## src/rtl/excp_commit_ctrl.sv

```systemverilog
// ---------------------------------------------------------------------------
// excp_commit_ctrl
//   Writeback-side exception/interrupt commit controller. It accepts the
//   instruction leaving WB, decides whether it commits as an interrupt, an
//   exception, an ERET, an MTC0 or a plain instruction, and emits one-cycle
//   commit pulses to cp0. On an exception, interrupt or ERET it flushes the
//   pipeline and then offers fetch a redirect PC over a valid/ready handshake.
//
// Ports
//   clk, resetn                   clock, asynchronous active-low reset
//   ws_valid / ws_ready           WB instruction handshake
//   ws_pc, ws_bd, ws_ex,
//   ws_excode, ws_badvaddr        WB instruction and its exception info
//   ws_eret, ws_mtc0,
//   ws_cp0_addr, ws_cp0_wdata     ERET / MTC0 decode and MTC0 operands
//   cp0_status_*, cp0_cause_ip,
//   cp0_epc                       current CP0 state
//   cp0_excp_valid, cp0_excode,
//   cp0_pc, cp0_bd, cp0_badvaddr  exception commit pulse and payload
//   cp0_eret                      ERET commit pulse
//   cp0_mtc0_we, cp0_addr,
//   cp0_wdata                     MTC0 write pulse and payload
//   pipe_flush                    one-cycle flush of all pipeline stages
//   redirect_valid/ready, _pc     redirect handshake towards fetch
// ---------------------------------------------------------------------------
module excp_commit_ctrl #(
    parameter logic [31:0] EXC_VECTOR = 32'hbfc00380,
    parameter logic [4:0]  INT_EXCODE = 5'h00
) (
    input  logic        clk,
    input  logic        resetn,
    input  logic        ws_valid,
    output logic        ws_ready,
    input  logic [31:0] ws_pc,
    input  logic        ws_bd,
    input  logic        ws_ex,
    input  logic [4:0]  ws_excode,
    input  logic [31:0] ws_badvaddr,
    input  logic        ws_eret,
    input  logic        ws_mtc0,
    input  logic [7:0]  ws_cp0_addr,
    input  logic [31:0] ws_cp0_wdata,
    input  logic        cp0_status_ie,
    input  logic        cp0_status_exl,
    input  logic [7:0]  cp0_status_im,
    input  logic [7:0]  cp0_cause_ip,
    input  logic [31:0] cp0_epc,
    output logic        cp0_excp_valid,
    output logic [4:0]  cp0_excode,
    output logic [31:0] cp0_pc,
    output logic        cp0_bd,
    output logic [31:0] cp0_badvaddr,
    output logic        cp0_eret,
    output logic        cp0_mtc0_we,
    output logic [7:0]  cp0_addr,
    output logic [31:0] cp0_wdata,
    output logic        pipe_flush,
    output logic        redirect_valid,
    input  logic        redirect_ready,
    output logic [31:0] redirect_pc
);

    localparam logic [7:0] ADDR_STATUS = 8'h60;
    localparam logic [7:0] ADDR_CAUSE  = 8'h68;

    typedef enum logic [1:0] {StIdle, StFlush, StRedirect, StSettle} state_e;

    state_e state;

    logic accept;
    logic int_take;
    logic excp_take;
    logic eret_take;
    logic mtc0_take;
    logic mtc0_settle;
    logic addr_fault;

    // Gated with resetn so ws_ready reads 0 while reset is held.
    assign ws_ready  = (state == StIdle) & resetn;
    assign accept    = ws_valid & (state == StIdle);

    // Interrupts are only taken on an accepted instruction, keeping them precise.
    assign int_take  = cp0_status_ie & ~cp0_status_exl & (|(cp0_cause_ip & cp0_status_im));
    assign excp_take = accept & (int_take | ws_ex);
    assign eret_take = accept & ~int_take & ~ws_ex & ws_eret;
    assign mtc0_take = accept & ~int_take & ~ws_ex & ~ws_eret & ws_mtc0;

    // Writes to Status/Cause need one bubble so the next int_take sees them.
    assign mtc0_settle = mtc0_take &
                         ((ws_cp0_addr == ADDR_STATUS) | (ws_cp0_addr == ADDR_CAUSE));

    // Only AdEL (4) and AdES (5) carry a faulting address.
    assign addr_fault = ~int_take & ((ws_excode == 5'd4) | (ws_excode == 5'd5));

    always_ff @(posedge clk or negedge resetn) begin
        if (!resetn) begin
            state          <= StIdle;
            cp0_excp_valid <= 1'b0;
            cp0_excode     <= 5'd0;
            cp0_pc         <= 32'd0;
            cp0_bd         <= 1'b0;
            cp0_badvaddr   <= 32'd0;
            cp0_eret       <= 1'b0;
            cp0_mtc0_we    <= 1'b0;
            cp0_addr       <= 8'd0;
            cp0_wdata      <= 32'd0;
            pipe_flush     <= 1'b0;
            redirect_valid <= 1'b0;
            redirect_pc    <= 32'd0;
        end else begin
            // Commit strobes are single-cycle by default.
            cp0_excp_valid <= 1'b0;
            cp0_eret       <= 1'b0;
            cp0_mtc0_we    <= 1'b0;
            pipe_flush     <= 1'b0;

            unique case (state)
                StIdle: begin
                    if (excp_take) begin
                        cp0_excp_valid <= 1'b1;
                        cp0_excode     <= int_take ? INT_EXCODE : ws_excode;
                        cp0_pc         <= ws_pc;
                        cp0_bd         <= ws_bd;
                        cp0_badvaddr   <= addr_fault ? ws_badvaddr : 32'd0;
                        redirect_pc    <= EXC_VECTOR;
                        pipe_flush     <= 1'b1;
                        state          <= StFlush;
                    end else if (eret_take) begin
                        cp0_eret       <= 1'b1;
                        redirect_pc    <= cp0_epc;
                        pipe_flush     <= 1'b1;
                        state          <= StFlush;
                    end else if (mtc0_take) begin
                        cp0_mtc0_we    <= 1'b1;
                        cp0_addr       <= ws_cp0_addr;
                        cp0_wdata      <= ws_cp0_wdata;
                        if (mtc0_settle) begin
                            state <= StSettle;
                        end
                    end
                end
                StFlush: begin
                    redirect_valid <= 1'b1;
                    state          <= StRedirect;
                end
                StRedirect: begin
                    if (redirect_ready) begin
                        redirect_valid <= 1'b0;
                        state          <= StIdle;
                    end
                end
                StSettle: begin
                    state <= StIdle;
                end
                default: begin
                    state <= StIdle;
                end
            endcase
        end
    end

endmodule

```

## config.mk

```make
export PLATFORM = sky130hd
export DESIGN_NAME = excp_commit_ctrl
export DESIGN_NICKNAME = d
export VERILOG_FILES = /design/src/rtl/excp_commit_ctrl.sv
export SDC_FILE = /design/constraint.sdc
export NUM_CORES = 1
export LEC_CHECK = 0
export CAP_MARGIN = 10
export CORE_ASPECT_RATIO = 0.5
export CORE_MARGIN = 1.5
export CORE_UTILIZATION = 42
export CTS_CLUSTER_DIAMETER = 150
export CTS_CLUSTER_SIZE = 10
export DETAILED_ROUTE_END_ITERATION = 7
export PLACE_DENSITY = 0.84
export SYNTH_ARGS = -nofsm -noshare
export SYNTH_HDL_FRONTEND = slang
export SYNTH_SLANG_ARGS = --single-unit
```

## constraint.sdc

```tcl
create_clock -name clk -period 5.7 [get_ports clk]
set_input_delay 1.14 -clock clk [delete_from_list [all_inputs] [get_ports clk]]
set_output_delay 1.14 -clock clk [all_outputs]
set_load 0.02 [all_outputs]
```

* Word-level counts from Yosys, hierarchy flattened
Index checks and enable logic that the tools add are counted.
** Word-level totals
- Bits in registers :: 149
- Input port bits :: 167
- Memories kept :: 0
- Latch bits :: 0
- Word-level logic and storage cells :: 77
- Output and inout port bits :: 148
- ROM bits :: 0
- Bits in writable memories :: 0
** Cells by class
- Reductions and logical operators :: 9
- Bitwise logic cells :: 22
- Equal/unequal tests :: 10
- Multipliers :: 0
- Order comparisons :: 0
- Mux-type cells :: 23
- Divide/modulo/power cells :: 0
- Add/subtract/negate cells :: 0
- Shift-type cells :: 0
** Operator list (number)
- $mux W32 :: 3
- $eq A8 B7 Y1 const B :: 2
- $and A1 B1 Y1 :: 12
- $mux W1 :: 12
- $eq A5 B3 Y1 const B :: 2
- $mux W2 :: 5
- $and A8 B8 Y8 :: 1
- $ne A4 B4 Y1 const B :: 2
- $pmux W2 S4 :: 1
- $reduce_or A8 Y1 :: 1
- $not A1 Y1 :: 6
- $reduce_and A2 Y1 :: 3
- $mux W5 :: 1
- $eq A2 B2 Y1 const B :: 2
- $reduce_and A4 Y1 :: 1
- $reduce_bool A2 Y1 :: 2
- $or A1 B1 Y1 :: 3
- $reduce_and A3 Y1 :: 1
- $eq A2 B1 Y1 const B :: 1
- $logic_not A2 Y1 :: 1
- $ne A2 B2 Y1 const B :: 1
- $pmux W1 S2 :: 1

* Logic depth before layout (Yosys ltp)
- Depth in word-level cells :: 14
- Gate-level depth with buffers :: 6
- Depth with buffers taken out :: 4

* Least setup slack after synthesis
OpenSTA, ideal clock, no wires.
- Path type :: input to output
- Start :: in resetn
- End :: out ws_ready
- Required time :: 4.560 ns
- Stages on the path :: 1
- Arrival time :: 1.661 ns
- Setup slack :: 2.899 ns
- Cells stage by stage :: nor3b_1
** On the way
- Cells in the longest elaborated chain, start to end :: 1
** Ends and longest elaborated chain
- start, declared :: line 31 : input logic resetn,
- $and A1 B1 Y1 :: line 79 : assign ws_ready = (state == StIdle) & resetn;
- end, declared :: line 33 : output logic ws_ready,
Every way passes these cells.

* Worst setup path after layout
Ends and elaborated chain as after synthesis.

==> results.cfg <==
[place]
post_dp_cell_area_sq_um = 9180
pre_cts_ws_ns = 1.47
port_buffers = 314
dp_hpwl_um = 13000
gp_congestion = 0.825

[sta]
final_hold_viol_count = 0
period_share = 0.667
fmax_ghz = 0.263
maxSlewHeadroom = 0.191
worst_pin_slew_ns = 1.21
slew_violations = 0
fin_ws_ns = 1.90
rsz0062_at_grt = no
fin_crit_ns = 3.80
tns_ns = 0
setup_viol = 0
fin_skew_ns = 0.00797

[cts]
worst_skew_pair.late_latency_ns = 0.40
cts_max_level = 4
cts_setup_buffers = 0
cts.path.max_buffers = 2
numCtsBuffers = 17
cts-root-buf = clkbuf_16
cts_tree = done
cts_sinks = 149
ctsHoldBuffers = 0
path_clk_slew_ns = 0.06
cts_resized = 0

[power_and_ir_drop]
pwr-share-clk = 0.234
ir_drop_mv = 0.226
p_comb_frac = 0.403
internal-power_mw = 2.91
swShare = 0.346
pwr-share-seq = 0.363
p_per_area_nw_per_um2 = 458
p_leak_nw = 4.06
switching_power_mw = 1.54
p_total_mw = 4.45

[logic_synthesis]
synthArstFlopShare = 1.00
syn_area_per_cell_sq_um = 13.2
synth_edf_count = 0
ys_ff_latch = 149
synth_cell_types = 32
synth_cells = 447
yosys.area.top_type = dfrtp_1
yosysMostFrequentCell = dfrtp_1
synth_fp_nets = 614
synth_top_area_share = 0.632
synthTopCellsByCount = dfrtp_1, mux2_2, a22o_1
synthTopCellsByArea = dfrtp_1, mux2_2, a22o_1
synth_flop_cell = dfrtp_1
yosys_warnings = 0
ys_seq_area_frac = 0.632
syn_area_sq_um = 5900

[cells_and_area]
nets = 921
antennaDiodeCount = 0
final_core_util = 0.714
drive_gt1_frac = 0.141
fillers = 954
synthToLayoutAreaGrowth_pct = 65.0
final_cell_area_sq_um = 9730

[setup_path]
critPathBufInv = 2
cp_slowest_stage_delay_ns = 0.67
end_kind = primary output
cp.arrival_ns = 2.66
worstPathRequired_ns = 4.56
slowest_stage = clkdlybuf4s50_1
path_cells = buf_6, nor3b_1, clkdlybuf4s50_1
critPathLaunchType = input pin
path_class = input pin to primary output
crit_family = buffers and inverters
cp_max_fo = 80

[global_routing]
globalRoute.totalOverflow = 0
grt_pass1_wl_um = 27300
grtUsageTotal = 0.242
antenna_found_initial = 0
grt_pass1_vias = 5045
grt_max_degree = 81

[routing]
viasPerCell = 4.99
num_vias = 4788
wire_per_inst_um = 18.6
drt_iter0_drc = 241
ant_nets = 0
postRouteWirelength_um = 17800
firstDrtPassIters = 5
drc = 0

[floorplanning]
die_h_um = 86.8
core_area_sq_um = 13600
die-area_sq_um = 14800
io_pins = 315
fp-row-count = 30
initial_core_util = 0.433
die_w_um = 171

[hold_path]
hp-class = register to register

[run_status]
status = complete, no violations

[flow_run]
cap_violations = 0
-- cell usage in the layout (no fill, tap or decap), drive strengths merged, types with 5 or more instances in the layout --
| cell type | Yosys | routed |
|---|---|---|
| nand2 | 22 | 22 |
| nor2b | 20 | 20 |
| buf | 13 | 6 |
| a21oi | 21 | 21 |
| dfrtp | 149 | 149 |
| o21ai | 26 | 26 |
| inv | 2 | 9 |
| clkinv | 0 | 6 |
| clkdlybuf4s50 | 0 | 312 |
| nor2 | 19 | 19 |
| nand3b | 5 | 5 |
| o22ai | 8 | 8 |
| mux2 | 74 | 74 |
| a22o | 36 | 36 |
| a31oi | 13 | 13 |
| clkbuf | 17 | 17 |
-- routing by layer --
metal / track usage / vias up / routed length (um)
li1: - / 2228 / -
met1: 0.293 / 2411 / 7200
met2: 0.437 / 123 / 9580
met3: 0.0475 / 26 / 628
met4: 0.0869 / 0 / 383
met5: 0 / - / 0
-- flip-flops by register name, indices dropped and copies added (netlist names) --
name	flops
cp0_addr	8
cp0_badvaddr	32
cp0_bd	1
cp0_eret	1
cp0_excode	5
cp0_excp_valid	1
cp0_mtc0_we	1
cp0_pc	32
cp0_wdata	32
pipe_flush	1
redirect_pc	32
redirect_valid	1
state	2
-- per-stage QoR --
step | instances | hold slack, ns
floorplan | 447 | 0.503
global placement | 927 | 0.464
detailed placement | 927 | 0.473
CTS | 959 | 0.488
global route | 959 | 0.510
finish | 959 | 0.484
-- layout make-up --
type	count	area [sq um]	area share
flip-flops and latches	149	3730	0.383
clock buffers	17	425	0.0437
repair buffers	318	3170	0.326
well taps	192	240	0.0247
clock inverters	15	123	0.0126
inverters	2	7.51	0.000772
multi-input cells	266	2040	0.209
-- worst paths after layout --
| check | start | endpoint | slack, ns | cells after the start |
|---|---|---|---|---|
| worst max-delay path | resetn | ws_ready | 1.90 | 3 |
| worst min-delay path | cp0_excode[2]$_DFFE_PN0P_ | cp0_excode[2]$_DFFE_PN0P_ | 0.48 | 1 |
| worst max register to register | state[1]$_DFFE_PN0P_ | cp0_badvaddr[18]$_DFFE_PN0P_ | 2.65 | 4 |
| worst min register to register | cp0_excode[2]$_DFFE_PN0P_ | cp0_excode[2]$_DFFE_PN0P_ | 0.48 | 1 |
| max in group asynchronous | resetn | cp0_badvaddr[18]$_DFFE_PN0P_ | 3.52 | 2 |
| min in group asynchronous | resetn | cp0_wdata[2]$_DFFE_PN0P_ | 0.77 | 1 |
-- power by group through the flow --
stage / combinational (mW) / clock, mW / sequential, mW
5_1_grt: 1.88 / 1.11 / 1.66
2_1_floorplan: 0.408 / 0 / 2.03
3_5_place_dp: 1.80 / 0 / 1.63
3_3_place_gp: 1.77 / 0 / 1.60
4_1_cts: 1.81 / 1.06 / 1.62
6_report: 1.80 / 1.04 / 1.62
-- cells by family after synthesis --
| group | Yosys count | synth area share |
|---|---|---|
| flip-flops | 149 | 0.632 |
| buffers and inverters | 32 | 0.0261 |
| AO/OA/AOI/OAI | 111 | 0.126 |
| multiplexers | 74 | 0.141 |
| AND/OR/NAND/NOR | 81 | 0.0743 |
Note: power is estimated with default switching activity, not from simulation.
